## src/rtl/lsu_mem_writeback.sv

```systemverilog
// lsu_mem_writeback: buffers retired load/store queue entries in a small FIFO,
// walks the 8 lanes one per cycle on a single-port data memory, then commits
// load results to the register file and signals completion to the scheduler.
//
// state  | meaning
// -------+---------------------------------------------------------------
// IDLE   | waiting; pops the FIFO head into the op register when non-empty
// LANE   | one memory access per cycle, lanes 0..7 in order
// DRAIN  | loads only: capture the read data of lane 7
// COMMIT | done pulse to the scheduler; RF write for loads
module lsu_mem_writeback #(
  parameter int DATA_WIDTH = 16,
  parameter int ADDR_WIDTH = 8,
  parameter int PEND_DEPTH = 4
) (
  input  logic                  clk,
  input  logic                  reset,
  input  logic                  in_valid,
  input  logic                  in_is_store,
  input  logic [1:0]            in_warp,
  input  logic [3:0]            in_dest,
  input  logic [ADDR_WIDTH-1:0] in_addr    [7:0],
  input  logic [DATA_WIDTH-1:0] in_st_data [7:0],
  output logic                  mem_req,
  output logic                  mem_we,
  output logic [ADDR_WIDTH-1:0] mem_addr,
  output logic [DATA_WIDTH-1:0] mem_wdata,
  input  logic [DATA_WIDTH-1:0] mem_rdata,
  output logic                  rf_we,
  output logic [1:0]            rf_warp,
  output logic [3:0]            rf_dest,
  output logic [DATA_WIDTH-1:0] rf_wdata   [7:0],
  output logic                  done_valid,
  output logic [1:0]            done_warp,
  output logic                  done_is_store,
  output logic                  busy,
  output logic                  overflow
);

  localparam int PTR_W = $clog2(PEND_DEPTH);

  typedef enum logic [1:0] {IDLE, LANE, DRAIN, COMMIT} state_t;

  state_t state, next_state;

  // pending FIFO storage
  logic                  f_is_store [PEND_DEPTH];
  logic [1:0]            f_warp     [PEND_DEPTH];
  logic [3:0]            f_dest     [PEND_DEPTH];
  logic [ADDR_WIDTH-1:0] f_addr     [PEND_DEPTH][8];
  logic [DATA_WIDTH-1:0] f_data     [PEND_DEPTH][8];

  logic [PTR_W-1:0] wr_ptr, rd_ptr;
  logic [PTR_W:0]   count;
  logic             fifo_full, fifo_empty, fifo_push, fifo_pop;

  // op register and load capture buffer
  logic                  op_is_store;
  logic [1:0]            op_warp;
  logic [3:0]            op_dest;
  logic [ADDR_WIDTH-1:0] op_addr [8];
  logic [DATA_WIDTH-1:0] op_data [8];
  logic [DATA_WIDTH-1:0] cap_buf [8];
  logic [2:0]            lane;

  // full is taken from the registered count, so a same-cycle pop does not make room
  assign fifo_full  = (count == (PTR_W + 1)'(PEND_DEPTH));
  assign fifo_empty = (count == '0);
  assign fifo_push  = in_valid && !fifo_full;
  assign busy       = (state != IDLE) || !fifo_empty;

  // FIFO pointers, occupancy and sticky overflow flag
  always_ff @(posedge clk) begin
    if (reset) begin
      wr_ptr   <= '0;
      rd_ptr   <= '0;
      count    <= '0;
      overflow <= 1'b0;
    end else begin
      if (fifo_push) wr_ptr <= wr_ptr + 1'b1;
      if (fifo_pop)  rd_ptr <= rd_ptr + 1'b1;
      case ({fifo_push, fifo_pop})
        2'b10:   count <= count + 1'b1;
        2'b01:   count <= count - 1'b1;
        default: count <= count;
      endcase
      if (in_valid && fifo_full) overflow <= 1'b1;
    end
  end

  // FIFO entry storage; contents are only meaningful between push and pop
  always_ff @(posedge clk) begin
    if (fifo_push) begin
      f_is_store[wr_ptr] <= in_is_store;
      f_warp[wr_ptr]     <= in_warp;
      f_dest[wr_ptr]     <= in_dest;
      for (int i = 0; i < 8; i++) begin
        f_addr[wr_ptr][i] <= in_addr[i];
        f_data[wr_ptr][i] <= in_st_data[i];
      end
    end
  end

  // FSM state register
  always_ff @(posedge clk) begin
    if (reset) state <= IDLE;
    else       state <= next_state;
  end

  // op register load on pop, lane counter and read-data capture
  always_ff @(posedge clk) begin
    if (reset) begin
      op_is_store <= 1'b0;
      op_warp     <= '0;
      op_dest     <= '0;
      lane        <= '0;
      for (int i = 0; i < 8; i++) begin
        op_addr[i] <= '0;
        op_data[i] <= '0;
        cap_buf[i] <= '0;
      end
    end else begin
      if (fifo_pop) begin
        op_is_store <= f_is_store[rd_ptr];
        op_warp     <= f_warp[rd_ptr];
        op_dest     <= f_dest[rd_ptr];
        lane        <= '0;
        for (int i = 0; i < 8; i++) begin
          op_addr[i] <= f_addr[rd_ptr][i];
          op_data[i] <= f_data[rd_ptr][i];
        end
      end
      if (state == LANE) begin
        lane <= lane + 1'b1;
        // read data of lane n-1 arrives while lane n is being issued
        if (!op_is_store && lane != 3'd0) cap_buf[lane - 3'd1] <= mem_rdata;
      end
      if (state == DRAIN) cap_buf[7] <= mem_rdata;
    end
  end

  // next-state and registered-state-derived outputs
  always_comb begin
    next_state    = state;
    fifo_pop      = 1'b0;
    mem_req       = 1'b0;
    mem_we        = 1'b0;
    mem_addr      = '0;
    mem_wdata     = '0;
    rf_we         = 1'b0;
    rf_warp       = '0;
    rf_dest       = '0;
    done_valid    = 1'b0;
    done_warp     = '0;
    done_is_store = 1'b0;
    for (int i = 0; i < 8; i++) rf_wdata[i] = '0;

    case (state)
      IDLE: begin
        if (!fifo_empty) begin
          fifo_pop   = 1'b1;
          next_state = LANE;
        end
      end
      LANE: begin
        mem_req   = 1'b1;
        mem_we    = op_is_store;
        mem_addr  = op_addr[lane];
        mem_wdata = op_is_store ? op_data[lane] : '0;
        if (lane == 3'd7) next_state = op_is_store ? COMMIT : DRAIN;
      end
      DRAIN: begin
        next_state = COMMIT;
      end
      COMMIT: begin
        done_valid    = 1'b1;
        done_warp     = op_warp;
        done_is_store = op_is_store;
        if (!op_is_store) begin
          rf_we   = 1'b1;
          rf_warp = op_warp;
          rf_dest = op_dest;
          for (int i = 0; i < 8; i++) rf_wdata[i] = cap_buf[i];
        end
        next_state = IDLE;
      end
      default: next_state = IDLE;
    endcase
  end

endmodule

```

## config.mk

```make
export PLATFORM = sky130hd
export DESIGN_NAME = lsu_mem_writeback
export DESIGN_NICKNAME = d
export VERILOG_FILES = /design/src/rtl/lsu_mem_writeback.sv
export SDC_FILE = /design/constraint.sdc
export NUM_CORES = 1
export LEC_CHECK = 0
export ABC_AREA = 1
export CAP_MARGIN = 20
export CORE_ASPECT_RATIO = 1.75
export CORE_UTILIZATION = 46
export CTS_CLUSTER_SIZE = 24
export DETAILED_ROUTE_END_ITERATION = 8
export PLACE_DENSITY = 0.64
export REMOVE_ABC_BUFFERS = 1
export SKIP_CTS_REPAIR_TIMING = 1
export SKIP_LAST_GASP = 1
export SYNTH_ARGS = -nofsm -noshare
export SYNTH_HDL_FRONTEND = slang
export SYNTH_SLANG_ARGS = --single-unit
export TNS_END_PERCENT = 20
```

## constraint.sdc

```tcl
create_clock -name clk -period 15.8 [get_ports clk]
set_clock_uncertainty 0.15 [all_clocks]
set_input_delay 1.58 -clock clk [delete_from_list [all_inputs] [get_ports clk]]
set_output_delay 1.58 -clock clk [all_outputs]
set_load 0.1 [all_outputs]
```

==> impl_metrics.ini <==
[routing]
wl_per_cell_um = 20.3
num_vias = 29200
ant_nets = 0
first_iter_violations = 1886
drc = 0
drt-vias-per-instance = 5.13
wirelength_um = 115000
first_pass_iters = 5

[yosys]
synth_cell_types = 27
synth_flop_cell = edfxtp_1
synthAdderAreaFrac_pct = 0.424
synth_top_area_cell = edfxtp_1
netlist_instances = 3978
synth_edf_count = 1116
synthXorXnorAreaFrac_pct = 0
synth-simple-area-share_pct = 13.9
synth_mux_area_share_pct = 0
synth_warnings = 0
ys_seq_area_share_pct = 73.8
syn_area_um2 = 46100
synthDominantCellAreaShare_pct = 72.7
synth_compound_area_share_pct = 6.52
synth_top_family_by_area = simple AND/OR/NAND/NOR gates
async_reset_ff_share_pct = 0
synth_seq_cells = 1141
synth.avg_cell_area_um2 = 11.6
synth_area_leaders = edfxtp_1, nor2_1, o21ai_0, inv_1, nand2_1

[power]
p_sw_share_pct = 33.5
cellLeakagePower_nw = 19.7
p_sw_mw = 2.97
power_frac_comb_pct = 25.6
ir_worst_vdd_uv = 127
intPower_mw = 5.88
seqPwrFrac_pct = 46.3
p_clk_share_pct = 28.2
powerDensity_nw_per_um2 = 163

[timing]
tightest_slew_ns = 1.10
report.final.hold_viol_count = 0
fin_setup_tns_ns = 0
final_max_slew_viol_count = 0
timing.final.ws_setup_ns = 9.64
fmax_mhz = 162
relSlewSlack_pct = 26.5
rsz0062_at_grt = no
final-setup-viol-count = 0
period_share_pct = 39.0
min_period_ns = 6.16

[place]
placed_cells = 5493
hpwl_um = 66600
dp_slack_ns = 10.40
portBuffers = 384
gp_congestion = 0.834

[floorplan]
core_um2 = 99400
die_w_um = 241
rows = 153
die_y_um = 421
dieArea_um2 = 101000
io_pins = 385
start_util_pct = 46.4

[cts]
cts-root-buf = clkbuf_16
numClockSinks = 1141
max-clock-path-buffers = 3
clock_latency_ns = 0.70
tritoncts = yes
cts.htree.levels = 3
cts_buffers = 103
path_clk_slew_ns = 0.07

[worst_setup_path]
required_ns = 14.07
start_kind = register
crit_type = reg -> out
crit_path_end_kind = output port
cp_max_fo = 49
cp.arrival_ns = 4.43

[worst_hold_path]
hold_class = reg -> reg

[final_layout]
syn_to_final_growth_pct = 17.8
drive_above_1_share_pct = 5.43
stdcell_count = 5690
nets = 4516
final_cell_mix = edfxtp_1, nor2_1, o21ai_0
layout_commonest_cell = edfxtp_1

[global_route]
grt_pass1_wl_um = 173000
antenna_found_initial = 31
grt_usage_pct = 22.9
grt_pass1_vias = 28700
grt_max_degree = 237
grt-ovfl-total = 0

[flow_run]
cap_violations = 0

[outcome]
status = finished clean
## worst paths after layout
kind / start / endpoint / slack, ns / cells after the start
max: register / mem_wdata[5] / 9.64 / 8
min reg2reg: overflow / overflow / 0.33 / 2
min: overflow / overflow / 0.33 / 2
max reg2reg: count[1] / f_data[0][107] / 12.22 / 6
## power by group through the flow
stage / combinational [mW] / sequential (mW) / clock, mW
6_report: 2.26 / 4.09 / 2.49
5_1_grt: 2.53 / 4.13 / 2.65
4_1_cts: 2.29 / 4.10 / 2.54
3_5_place_dp: 2.28 / 4.16 / 0
3_3_place_gp: 2.25 / 4.15 / 0
2_1_floorplan: 1.52 / 4.28 / 0
## state kept, by name, indices dropped and copies added, names as in the netlist, 4 cells and up, named ones only
| register | flops |
|---|---|
| f_data | 512 |
| f_addr | 256 |
| cap_buf | 128 |
| op_data | 128 |
| op_addr | 64 |
| f_dest | 16 |
| f_warp | 8 |
| f_is_store | 4 |
| op_dest | 4 |
## Yosys cell counts (13+ instances only)
| cell type | instances |
|---|---|
| a21oi_1 | 200 |
| buf_2 | 86 |
| buf_4 | 13 |
| clkbuf_1 | 100 |
| dfxtp_1 | 25 |
| edfxtp_1 | 1116 |
| ha_1 | 14 |
| inv_1 | 374 |
| nand2_1 | 363 |
| nand3_1 | 147 |
| nor2_1 | 1090 |
| o21ai_0 | 399 |
## cell type report
class | instances | area, um^2
clock buffer | 126 | 2680
sequential | 1141 | 34000
multi-input combinational | 2240 | 9640
antenna | 6 | 15.0
fill | 8246 | 45100
tap | 1317 | 1650
timing repair buffer | 419 | 4160
clock inverter | 63 | 659
inverter | 378 | 1440
## kinds of logic (layout without fill, tap and decap cells)
| group | after synthesis | after routing |
|---|---|---|
| AND/OR/NAND/NOR | 1625 | 1625 |
| other | 0 | 6 |
| AO/OA/AOI/OAI | 600 | 600 |
| flip-flops | 1141 | 1141 |
| buffers and inverters | 597 | 986 |
| adder cells (fa/ha/maj) | 15 | 15 |
## layer usage
layer | part of all wire, % | track usage, %
met5 | 0.22 | 0
met4 | 3.8 | 9.34
met3 | 6.6 | 5.28
met2 | 51 | 40.7
met1 | 38 | 26.4
## through the flow
step                power [mW]  util (%)  hold WS, ns  area, um^2
floorplan                 5.80         -        0.303       45000
global placement          6.39      51.2        0.316       50900
detailed placement        6.44      51.2        0.314       50900
CTS                       8.93      54.6        0.324       54200
global route              9.32      54.6        0.338       54300
finish                    8.85      54.6        0.327       54300
## worst max-delay path, stage by stage (launching register included)
cell and delay [ns]:
dfxtp_4 0.33, buf_4 0.65, clkinv_2 0.69, buf_4 0.49, nand3_1 0.14, nand2_1 0.16
nor2_1 0.13, nor2_1 0.08, clkdlybuf4s50_1 0.98
Power figures use the tool's default switching activity.
